==> config.mk <==
export PLATFORM = sky130hd
export DESIGN_NAME = bcd_updown_counter
export DESIGN_NICKNAME = d
export VERILOG_FILES = /design/src/rtl/bcd_pkg.sv /design/src/rtl/bcd_digit.sv /design/src/rtl/bcd_updown_counter.sv
export SDC_FILE = /design/constraint.sdc
export NUM_CORES = 1
export LEC_CHECK = 0
export CORE_AREA = 2 2 47 49
export CTS_CLUSTER_SIZE = 40
export DETAILED_ROUTE_END_ITERATION = 8
export DIE_AREA = 0 0 49 51
export DONT_BUFFER_PORTS = 1
export GPL_ROUTABILITY_DRIVEN = 0
export SYNTH_ARGS = -nofsm -noshare
export SYNTH_HDL_FRONTEND = slang
export SYNTH_SLANG_ARGS = --single-unit
==> constraint.sdc <==
create_clock -name CP -period 2 [get_ports CP]
set_clock_uncertainty 0.2 [all_clocks]
set_input_delay 0.3 -clock CP [delete_from_list [all_inputs] [get_ports CP]]
set_output_delay 0.3 -clock CP [all_outputs]
set_load 0.1 [all_outputs]
==> src/rtl/bcd_pkg.sv <==
// Shared BCD constants and digit helpers for the up/down BCD counter.
package bcd_pkg;

  localparam int         BCD_W      = 4;
  localparam logic [3:0] BCD_MAX    = 4'd9;
  localparam int         MAX_DIGITS = 16;
  localparam int         MAX_W      = BCD_W * MAX_DIGITS;

  function automatic logic [3:0] bcd_sat(input logic [3:0] digit);
    return (digit > BCD_MAX) ? BCD_MAX : digit;
  endfunction

  // True when the lowest ndigits digits of value all equal digit.
  function automatic logic all_digits_eq(input logic [MAX_W-1:0] value,
                                         input int               ndigits,
                                         input logic [3:0]       digit);
    logic eq;
    eq = 1'b1;
    for (int i = 0; i < MAX_DIGITS; i++) begin
      if ((i < ndigits) && (value[BCD_W*i +: BCD_W] != digit)) begin
        eq = 1'b0;
      end
    end
    return eq;
  endfunction

endpackage

==> src/rtl/bcd_digit.sv <==
// One BCD digit of the counter: reset, sanitised load, and an enabled
// up/down step with a chain flag toward the next digit.
module bcd_digit
  import bcd_pkg::*;
(
  input  logic       CP,
  input  logic       CR,
  input  logic [3:0] rst_digit,
  input  logic       load,
  input  logic [3:0] load_digit,
  input  logic       en_in,
  input  logic       UpDn,
  output logic [3:0] q,
  output logic       chain_out
);

  // Digit state: reset > load > step > hold
  always_ff @(posedge CP) begin
    if (CR) begin
      q <= rst_digit;
    end else if (load) begin
      q <= bcd_sat(load_digit);
    end else if (en_in) begin
      if (UpDn) begin
        q <= (q >= BCD_MAX) ? 4'd0 : q + 4'd1;
      end else begin
        q <= (q == 4'd0) ? BCD_MAX : q - 4'd1;
      end
    end else begin
      q <= q;
    end
  end

  // Digit is at the roll-over point for the current direction
  always_comb begin
    if (UpDn) begin
      chain_out = (q >= BCD_MAX);
    end else begin
      chain_out = (q == 4'd0);
    end
  end

endmodule

==> src/rtl/bcd_updown_counter.sv <==
// Multi-digit BCD up/down counter with 74161-style load/enable/cascade,
// wrap or saturate at the terminal value and a registered Done pulse.
module bcd_updown_counter
  import bcd_pkg::*;
#(
  parameter int                    DIGITS  = 2,
  parameter logic [4*DIGITS-1:0]   RST_VAL = {DIGITS{4'h9}},
  parameter int                    WRAP    = 1
) (
  input  logic                  CP,
  input  logic                  CR,
  input  logic                  Ld,
  input  logic                  CTP,
  input  logic                  CTT,
  input  logic                  UpDn,
  input  logic [4*DIGITS-1:0]   D,
  output logic [4*DIGITS-1:0]   Q,
  output logic                  CO,
  output logic                  Zero,
  output logic                  Done
);

  localparam logic WRAP_EN = (WRAP != 0);

  logic [DIGITS-1:0] en;
  logic [DIGITS-1:0] chain;
  logic              at_terminal;
  logic              step_en;
  logic              near_terminal;
  logic [3:0]        near_digit;
  logic [3:0]        term_digit;

  // Every digit's chain flag set means the whole value is at the terminal
  assign at_terminal = &chain;
  assign step_en     = CTP & CTT & (WRAP_EN | ~at_terminal);
  assign CO          = CTT & at_terminal;
  assign Zero        = all_digits_eq(MAX_W'(Q), DIGITS, 4'd0);

  // One step away from terminal: 0..01 going down, 9..98 going up
  always_comb begin
    if (UpDn) begin
      near_digit = 4'd8;
      term_digit = BCD_MAX;
    end else begin
      near_digit = 4'd1;
      term_digit = 4'd0;
    end
  end

  assign near_terminal = (Q[3:0] == near_digit) &&
                         all_digits_eq(MAX_W'(Q >> BCD_W), DIGITS - 1, term_digit);

  for (genvar k = 0; k < DIGITS; k++) begin : g_digit
    if (k == 0) begin : g_first
      assign en[k] = step_en;
    end else begin : g_rest
      assign en[k] = en[k-1] & chain[k-1];
    end

    bcd_digit u_digit (
      .CP         (CP),
      .CR         (CR),
      .rst_digit  (RST_VAL[BCD_W*k +: BCD_W]),
      .load       (~Ld),
      .load_digit (D[BCD_W*k +: BCD_W]),
      .en_in      (en[k]),
      .UpDn       (UpDn),
      .q          (Q[BCD_W*k +: BCD_W]),
      .chain_out  (chain[k])
    );
  end

  // Done pulses for one cycle after a step lands on the terminal value
  always_ff @(posedge CP) begin
    if (CR) begin
      Done <= 1'b0;
    end else if (!Ld) begin
      Done <= 1'b0;
    end else if (step_en && near_terminal) begin
      Done <= 1'b1;
    end else begin
      Done <= 1'b0;
    end
  end

endmodule

==> metrics.log <==
[metrics] final cell area excluding filler cells: 0.00132 mm^2
[metrics] Synthesized Nets: 145
[metrics] share of the synthesized area in the top cell type: 19.4%
[metrics] number of buffers created by CTS: 3
[metrics] total core area: 0.00206 mm^2
[metrics] average cell area after synthesis: ~7.5 um^2
[metrics] number of pins exceeding their max-slew limit in the final report: 0
[metrics] failing checks: negative setup slack
[metrics] H-tree depth reported by CTS: 1
[metrics] maximum number of pins on one net before global-route repair: 16
[metrics] post-synthesis cell area: 927 um^2
[metrics] clock-pin slew on the worst setup and hold paths: 0.06 ns
[metrics] number of enable-type register cells in the synthesized netlist: 0
[metrics] leftover overflow at the end of global routing: 0
[metrics] ratio of final minimum period to clock period: 110%
[metrics] area overhead of the layout relative to synthesis: 42.8%
[metrics] Residual DRC: 0
[metrics] area of placed instances: 0.00115 mm^2
[metrics] DR vias: 1007
[metrics] startpoint of the worst register-to-register path: g_digit[1].u_digit.q[0]
[metrics] detailed-route wire length per cell: 15.8 um
[metrics] number of rows in the core area: 17
[metrics] chip width: around 49 um
[metrics] maximum clock insertion buffer count: 2
[metrics] depth of the worst register-to-register path: 6
[metrics] asr flop ratio synth: 0%
[metrics] kind of capture point of the worst setup path: output port
[metrics] maxcap violations: 0
[metrics] First-pass DRT Iterations: 4
[metrics] Distinct cells, synth: 41
[metrics] Final Worst Setup Slack: -0.196 ns
[metrics] total power per unit cell area: around 550 mW/mm^2
[metrics] overall global routing resource usage: 21.9%
[metrics] share of cells above drive strength 1: 41.4%
[metrics] vias per cell: 5.82
[metrics] endpoint required time on the critical path: 1.50 ns
[metrics] drt first-iter violations: 20
[metrics] global-route wire length before repair: 4260 um
[metrics] result of the run: complete, but fails checks
[metrics] maximum frequency from static timing analysis: 0.455 GHz
[metrics] static leakage: 0.515 nW
[metrics] hold depth: 2
[metrics] clock root buffer master: sky130_fd_sc_hd__clkbuf_4
[metrics] placed wire-length estimate after detailed placement: 1900 um
[metrics] setup repair after global routing missed its margin: true
[metrics] Arr. time, crit path: around 1.7 ns
[metrics] worst voltage drop across the vdd grid: between 600 and 700 uV
[metrics] library cell occupying the most area in the post-synthesis netlist: sky130_fd_sc_hd__dfxtp_1
[metrics] Antenna diodes: 0
[metrics] Worst Max-Slew Pin Slew: 0.557 ns
[metrics] hold endpoint: g_digit[0].u_digit.q[3]
[metrics] Synth Instances: 123
[metrics] final setup fails: 5
[metrics] number of global-route vias before repair: 946
[metrics] most used flip-flop cell after synthesis: sky130_fd_sc_hd__dfxtp_1
[metrics] number of nets with antenna violations after detailed routing: 0
[metrics] worst reg2reg setup slack: -0.10 ns
[metrics] insertion delay of the later-clocked pin in the worst-skew pair: 0.27 ns
[metrics] area enclosed by the die boundary: 0.00250 mm^2
[metrics] Total Nets Final: around 170
[metrics] initial antenna violation count: 0
[metrics] maximum fanout along the worst path: 3
[metrics] count of buffers inserted at the top-level ports: 0
[metrics] warnings from Yosys: 0
[metrics] number of hold-slack violations in the final timing report: 0
[metrics] Vert. Die Dim: 51 um
[metrics] Finished Core Util: ~64%
[metrics] initial standard-cell utilization of the core: 44.9%
[metrics] flip-flop and latch count after synthesis: 9
[metrics] Max transition margin: 62.8%
[metrics] shortest period the worst path allows: 2.20 ns
[metrics] kind of critical path: flip-flop to output port
[metrics] Ports: 25
[metrics] class of the tightest hold or removal check: input pin to flip-flop
[metrics] endpoint of the most critical register-to-register path: g_digit[1].u_digit.q[1]
[metrics] wire length after detailed routing: 2730 um
[metrics] top post-synthesis cells by count: sky130_fd_sc_hd__inv_1, sky130_fd_sc_hd__nor2_1, sky130_fd_sc_hd__o21ai_0
[metrics] proportion of synthesized chip area in sequential cells: 19.4%
[metrics] total clock sinks: 9
[metrics] Worst setup SP type: flip-flop
[metrics] startpoint of the lowest-slack hold path: D[3]
[metrics] CTS tree: done
[metrics] cells taking the most area after synthesis: sky130_fd_sc_hd__dfxtp_1, sky130_fd_sc_hd__ha_1, sky130_fd_sc_hd__o21ai_0
per-layer routing:
metal / part of all wire (%) / wire length [um] / global-route usage (%)
met1: 41 / 1110 / 25.9
met2: 55 / 1490 / 40.6
met3: 4.8 / 132 / 5.56
met4: 0 / 0 / 3.33
met5: 0 / 0 / 0
kinds of logic (layout without fill, tap and decap cells):
family | Yosys count | count (layout) | synth area share (%)
flops | 9 | 9 | 19.4
compound gates | 41 | 41 | 30.6
simple gates | 43 | 43 | 25.2
xor+xnor | 2 | 2 | 1.89
mux | 1 | 1 | 1.08
fa+ha+maj | 8 | 8 | 10.8
buf+inv | 19 | 41 | 10.9
per-stage QoR:
stage,std cells,setup TNS [ns],power (W),worst slack (ns),hold WS (ns)
finish,173,-0.430,0.000731,-0.196,0.00778
global route,173,-0.704,0.000765,-0.254,0.000926
CTS,167,-0.255,0.000702,-0.198,0.00627
detailed placement,161,-0.0393,0.000538,-0.0393,0.173
global placement,161,0,0.000534,0.0210,0.176
floorplan,123,-1.61,0.000487,-0.491,0.269
cell usage in the layout, fill, tap and decap left out, types with 3 or more instances in the layout:
cell                        n
sky130_fd_sc_hd__ha_1       5
sky130_fd_sc_hd__nand2_1    7
sky130_fd_sc_hd__a21oi_1    9
sky130_fd_sc_hd__clkbuf_4   3
sky130_fd_sc_hd__buf_4     21
sky130_fd_sc_hd__dfxtp_2    3
sky130_fd_sc_hd__nor3_1     5
sky130_fd_sc_hd__nor2b_1    3
sky130_fd_sc_hd__o21ai_0    9
sky130_fd_sc_hd__o211ai_1   3
sky130_fd_sc_hd__dfxtp_4    5
sky130_fd_sc_hd__nor2_1     8
sky130_fd_sc_hd__inv_1      7
state kept, by name, summed over array words and instances, names as in the netlist:
register	cells
Done	1
g_digit.u_digit.q	8
critical path: stages, from the launching register on:
cell	delay, ns
sky130_fd_sc_hd__dfxtp_4	0.36
sky130_fd_sc_hd__inv_4	0.06
sky130_fd_sc_hd__ha_4	0.12
sky130_fd_sc_hd__or3b_4	0.41
sky130_fd_sc_hd__nor2_4	0.12
sky130_fd_sc_hd__a31oi_4	0.05
sky130_fd_sc_hd__nor2_4	0.12
sky130_fd_sc_hd__buf_12	0.18
timing repair:
item	CTS	global route
gates resized for setup	6	11
pin swaps	3	6
endpoints found under the hold margin	6	0
setup buffers	1	6
hold buffers	1	0
setup endpoints to repair	3	4
area by class of cell:
class / instances / area, um^2
repair buffers: 26 / 230
fillers: 191 / 739
clock buffers: 4 / 26.3
flip-flops and latches: 9 / 203
multi-input cells: 95 / 773
well taps: 28 / 35.0
inverters: 11 / 56.3
worst max-delay path by stage:
| stage | startpoint | endpoint | cells past startpoint |
|---|---|---|---|
| global route | g_digit[0].u_digit.q[0] | CO | 7 |
| CTS | g_digit[1].u_digit.q[0] | CO | 7 |
| finish | g_digit[0].u_digit.q[0] | CO | 7 |
| floorplan | g_digit[0].u_digit.q[0] | Zero | 5 |
| detailed placement | g_digit[0].u_digit.q[1] | g_digit[1].u_digit.q[3] | 7 |
| global placement | g_digit[0].u_digit.q[1] | CO | 6 |
power by group:
| group | switching (W) | internal [W] | total (W) |
|---|---|---|---|
| Combinational | 0.000227 | 0.000133 | 0.000360 |
| Sequential | 0.0000283 | 0.000193 | 0.000222 |
| Clock | 0.0000724 | 0.0000774 | 0.000150 |
| Total | 0.000327 | 0.000404 | 0.000731 |
(Power assumes the default switching activity.)
==> variant 1, RTL diff (same settings) <==
Register the input `Ld` before use. The logic sees it one clock later. The other inputs are not delayed to match.
--- a/src/rtl/bcd_updown_counter.sv
+++ b/src/rtl/bcd_updown_counter.sv
@@ -22,4 +22,10 @@
 
   localparam logic WRAP_EN = (WRAP != 0);
+
+  logic Ld_q;
+
+  always_ff @(posedge CP) begin
+    Ld_q <= Ld;
+  end
 
   logic [DIGITS-1:0] en;
@@ -62,5 +68,5 @@
       .CR         (CR),
       .rst_digit  (RST_VAL[BCD_W*k +: BCD_W]),
-      .load       (~Ld),
+      .load       (~Ld_q),
       .load_digit (D[BCD_W*k +: BCD_W]),
       .en_in      (en[k]),
@@ -75,5 +81,5 @@
     if (CR) begin
       Done <= 1'b0;
-    end else if (!Ld) begin
+    end else if (!Ld_q) begin
       Done <= 1'b0;
     end else if (step_en && near_terminal) begin
Function: changed (a bounded check fails within 4 cycles, from zero or initial values).
==> variant 1 against the unedited design <==
  * The flow still finishes with violations (setup timing)
  * Highest routed layer is now met4
  * Total power rose by 16%
  * Non-clock buffer count rose by 9
  * Sequential power rose by 9%
  * Core utilization rose by 6.7 points
  * Synthesized area rose by 10%
  * Setup slack got worse by 0.12 ns
  * Register-to-register slack improved by 0.02 ns
  * Routed wire length rose by 24%
  * Largest cell class unchanged
  * Final area rose by 10%
  * Largest power group unchanged
  * Sequential cell count rose by 1
==> variant 1: results <==
[critical_path]
worst_ep_arrival_time_ns = 1.82
reg2reg_depth = 9
critPathMaxStageDelay_ns = 0.36
crit_slowest_cell = "dfxtp_4"

[route]
wl_per_cell_um = 18.26
totalWireLength_mm = 3.396
drt-met1-wl_mm = 1.368
drtIter0Drc = 15
met2_length_mm = 1.835
vias = 1139
dr_wl_met3_um = 113

[yosys]
synthTopCellsByArea = "dfxtp_1 (20%), ha_1 (9.8%), a21oi_1 (5.4%), o211ai_1 (4.4%), inv_1 (3.7%)"
synthMuxAreaShare = 0
yosys.area_share.xor_xnor = 0.01718
ys_top_cells_by_count = "a21oi_1 (11), dfxtp_1 (10), inv_1 (10), ha_1 (8)"
synth-adder-area-share = 0.09816
synth_seq_area_share = 0.1963
avgSynthCellArea_um2 = 7.844
synth_nets = 152
synth_cell_types = 51
synth_compound_area_frac = 0.3485

[final_layout]
fillers = 174
drive_above_1_share = 0.4114
finalNetCount = 181
fin_area_mm2 = 0.001463
top_regs = "g_digit.u_digit.q: 8 flops, Done: 1 flops, Ld_q: 1 flops"

[placement]
dpl_cell_area_mm2 = 0.001284
placedCellCount = 173
dp_slack_ns = -0.02554
dp_hpwl_mm = 2.402

[timing]
relSlewSlack = 0.7208
fin_tns_setup_ns = -0.5266
finalSetupViolations = 5
timing.final.ws_setup_ns = -0.3173

[clock_network]
cts_hold_buffers = 4
post_cts_buffers = 4
cts-resized-gates = 13

[run_status]
status = "complete, but fails checks"
violations = "setup timing"

[power]
seqPwrFrac = 0.283
p_leak_nw = 0.5756
clkPwrFrac = 0.230
vdd_drop_max_uv = 445.0
pg_clk_w = 0.000195

[grt]
grt_max_degree = 19
grt_use_met1 = 0.3261
globalRouteMet3Util = 0.04678
## variant 1: area by class of cell
| class | instances | area share |
|---|---|---|
| repair buffers | 35 | 0.2113 |
| multi-input cells | 98 | 0.5560 |
| clock buffers | 4 | 0.02481 |
| flip-flops and latches | 10 | 0.1506 |
| well taps | 28 | 0.02395 |
| inverters | 11 | 0.03336 |
## variant 1: final timing paths
path | from | endpoint | slack [ns]
setup / recovery | g_digit[0].u_digit.q[0]$_SDFFE_PP1P_ | CO | -0.32
setup reg to reg | g_digit[0].u_digit.q[0]$_SDFFE_PP1P_ | g_digit[1].u_digit.q[0]$_SDFFE_PP1P_ | -0.08
hold / removal | D[0] | g_digit[0].u_digit.q[0]$_SDFFE_PP1P_ | 0.03
hold reg to reg | g_digit[0].u_digit.q[1]$_SDFFE_PP0P_ | g_digit[0].u_digit.q[1]$_SDFFE_PP0P_ | 0.40
==> variant 2, RTL diff (same settings) <==
Made on the original files. The parameter `WRAP` goes from 1 to 0.
--- a/src/rtl/bcd_updown_counter.sv
+++ b/src/rtl/bcd_updown_counter.sv
@@ -6,5 +6,5 @@
   parameter int                    DIGITS  = 2,
   parameter logic [4*DIGITS-1:0]   RST_VAL = {DIGITS{4'h9}},
-  parameter int                    WRAP    = 1
+  parameter int                    WRAP    = 0
 ) (
   input  logic                  CP,
Formal check against the unedited RTL: not equivalent (Yosys sat finds a counterexample within 4 cycles, from zero or initial values).
==> variant 2 against the unedited design <==
  * The run still ends with setup timing left
  * Final area rose by 14%
  * Setup slack got worse by 0.091 ns
  * Synthesized area rose by 6.1%
  * Routed wire length rose by 22%
  * Die area did not move
  * Register-to-register slack got worse by 0.12 ns
  * Sequential cell count did not move
  * Total power rose by 13%
  * Highest routed layer is now met4
==> variant 2: results <==
[critical_path]
regToRegEndpoint = "g_digit[1].u_digit.q[0]$_SDFFE_PP1P_"
cp-startpoint = "g_digit[0].u_digit.q[1]$_SDFFE_PP0P_"
worst_ep_arrival_time_ns = 1.79
cp-start-kind = "register"
r2r-start = "g_digit[0].u_digit.q[0]$_SDFFE_PP1P_"
reg2reg_depth = 9
r2r_slack_ns = -0.22

[grt]
track_usage = 0.2830
antenna_found_initial = 0
grt_pass1_wl_mm = 5.354
grt_max_degree = 19

[final_layout]
fillers = 164
drive_above_1_share = 0.4534
finalNetCount = 184

[placement]
placedCellCount = 173
dpl_cell_area_mm2 = 0.001305
dp_slack_ns = -0.1116
dp_hpwl_mm = 2.314

[timing]
timing.final.ws_setup_ns = -0.2871
relSlewSlack = 0.7408
finalSetupViolations = 10
fin_tns_setup_ns = -1.509
fin_hold_ws_ns = 0.01762

[power]
swShare = 0.4578
vdd_drop_max_uv = 486.0
p_leak_nw = 0.6175
clkPwrFrac = 0.185

[yosys]
synth_cells = 124
synth_seq_area_share = 0.1832
synth_cell_types = 43
avgSynthCellArea_um2 = 7.931
synth_warnings = 0
synthTopCellsByArea = "dfxtp_1 (18%), ha_1 (10%), a211oi_1 (5.3%), inv_1 (5.3%), o21ai_0 (4.6%)"
ys_top_cells_by_count = "inv_1 (14), dfxtp_1 (9), o21ai_0 (9), ha_1 (8)"

[route]
vias = 1148
totalWireLength_mm = 3.348
vias_per_cell = 6.074
firstDrtPassIters = 5
drtIter0Drc = 45

[clock_network]
post_cts_buffers = 9
cts-resized-gates = 15
cts_hold_buffers = 2

[run_status]
status = "complete, but fails checks"
violations = "setup timing"

[min_path]
min_to = "g_digit[0].u_digit.q[0]$_SDFFE_PP1P_"
hold_path.startpoint = "Ld"
variant 2: cell count changes after synthesis, sizes merged, moves of 3 or more:
cell	delta
nor2	-5
o311ai	-3
o32ai	+3
nor2b	-3
a211oi	+4
inv	+3
nor3	-4
variant 2: final cells by class:
type / instances / area (um^2) / share of cell area
clock buffer: 4 / 26.28 / 0.01740
tap: 28 / 35.03 / 0.02320
multi-input combinational: 94 / 843.3 / 0.5584
inverter: 14 / 65.06 / 0.04308
timing repair buffer: 40 / 337.8 / 0.2237
sequential: 9 / 202.7 / 0.1342
variant 2: routing by layer:
| layer | track usage | part of all wire | wire, um | vias up |
|---|---|---|---|---|
| li1 | - | - | - | 545 |
| met1 | 0.3674 | 0.43 | 1446 | 522 |
| met2 | 0.4680 | 0.46 | 1532 | 68 |
| met3 | 0.04386 | 0.075 | 251 | 13 |
| met4 | 0.1190 | 0.036 | 119 | 0 |
| met5 | 0 | 0 | 0 | - |
variant 2: worst max-delay path: cells and delay by family, from the launching register on:
kind                     cells  cell delay [ns]
AND/OR/NAND/NOR              2             0.63
flip-flops                   1             0.36
buffers and inverters        2             0.23
AO/OA/AOI/OAI                1             0.16
adder cells (fa/ha/maj)      1             0.13
variant 2: power groups by stage:
stage / logic, W / registers, W / clock network, W
floorplan: 0.000199 / 0.000321 / 0
global placement: 0.000387 / 0.000218 / 0
detailed placement: 0.000392 / 0.000219 / 0
CTS: 0.000438 / 0.000217 / 0.000145
global route: 0.000482 / 0.000220 / 0.000158
finish: 0.000458 / 0.000217 / 0.000153
variant 2: kinds of logic after synthesis:
group	count (synthesis)	synth area share
and+or+nand+nor	34	0.2239
buffers and inverters	21	0.1005
DFF	9	0.1832
AOI/OAI and AO/OA	50	0.3728
adders and majority gates	8	0.1018
xor gates and xnor gates	2	0.01781
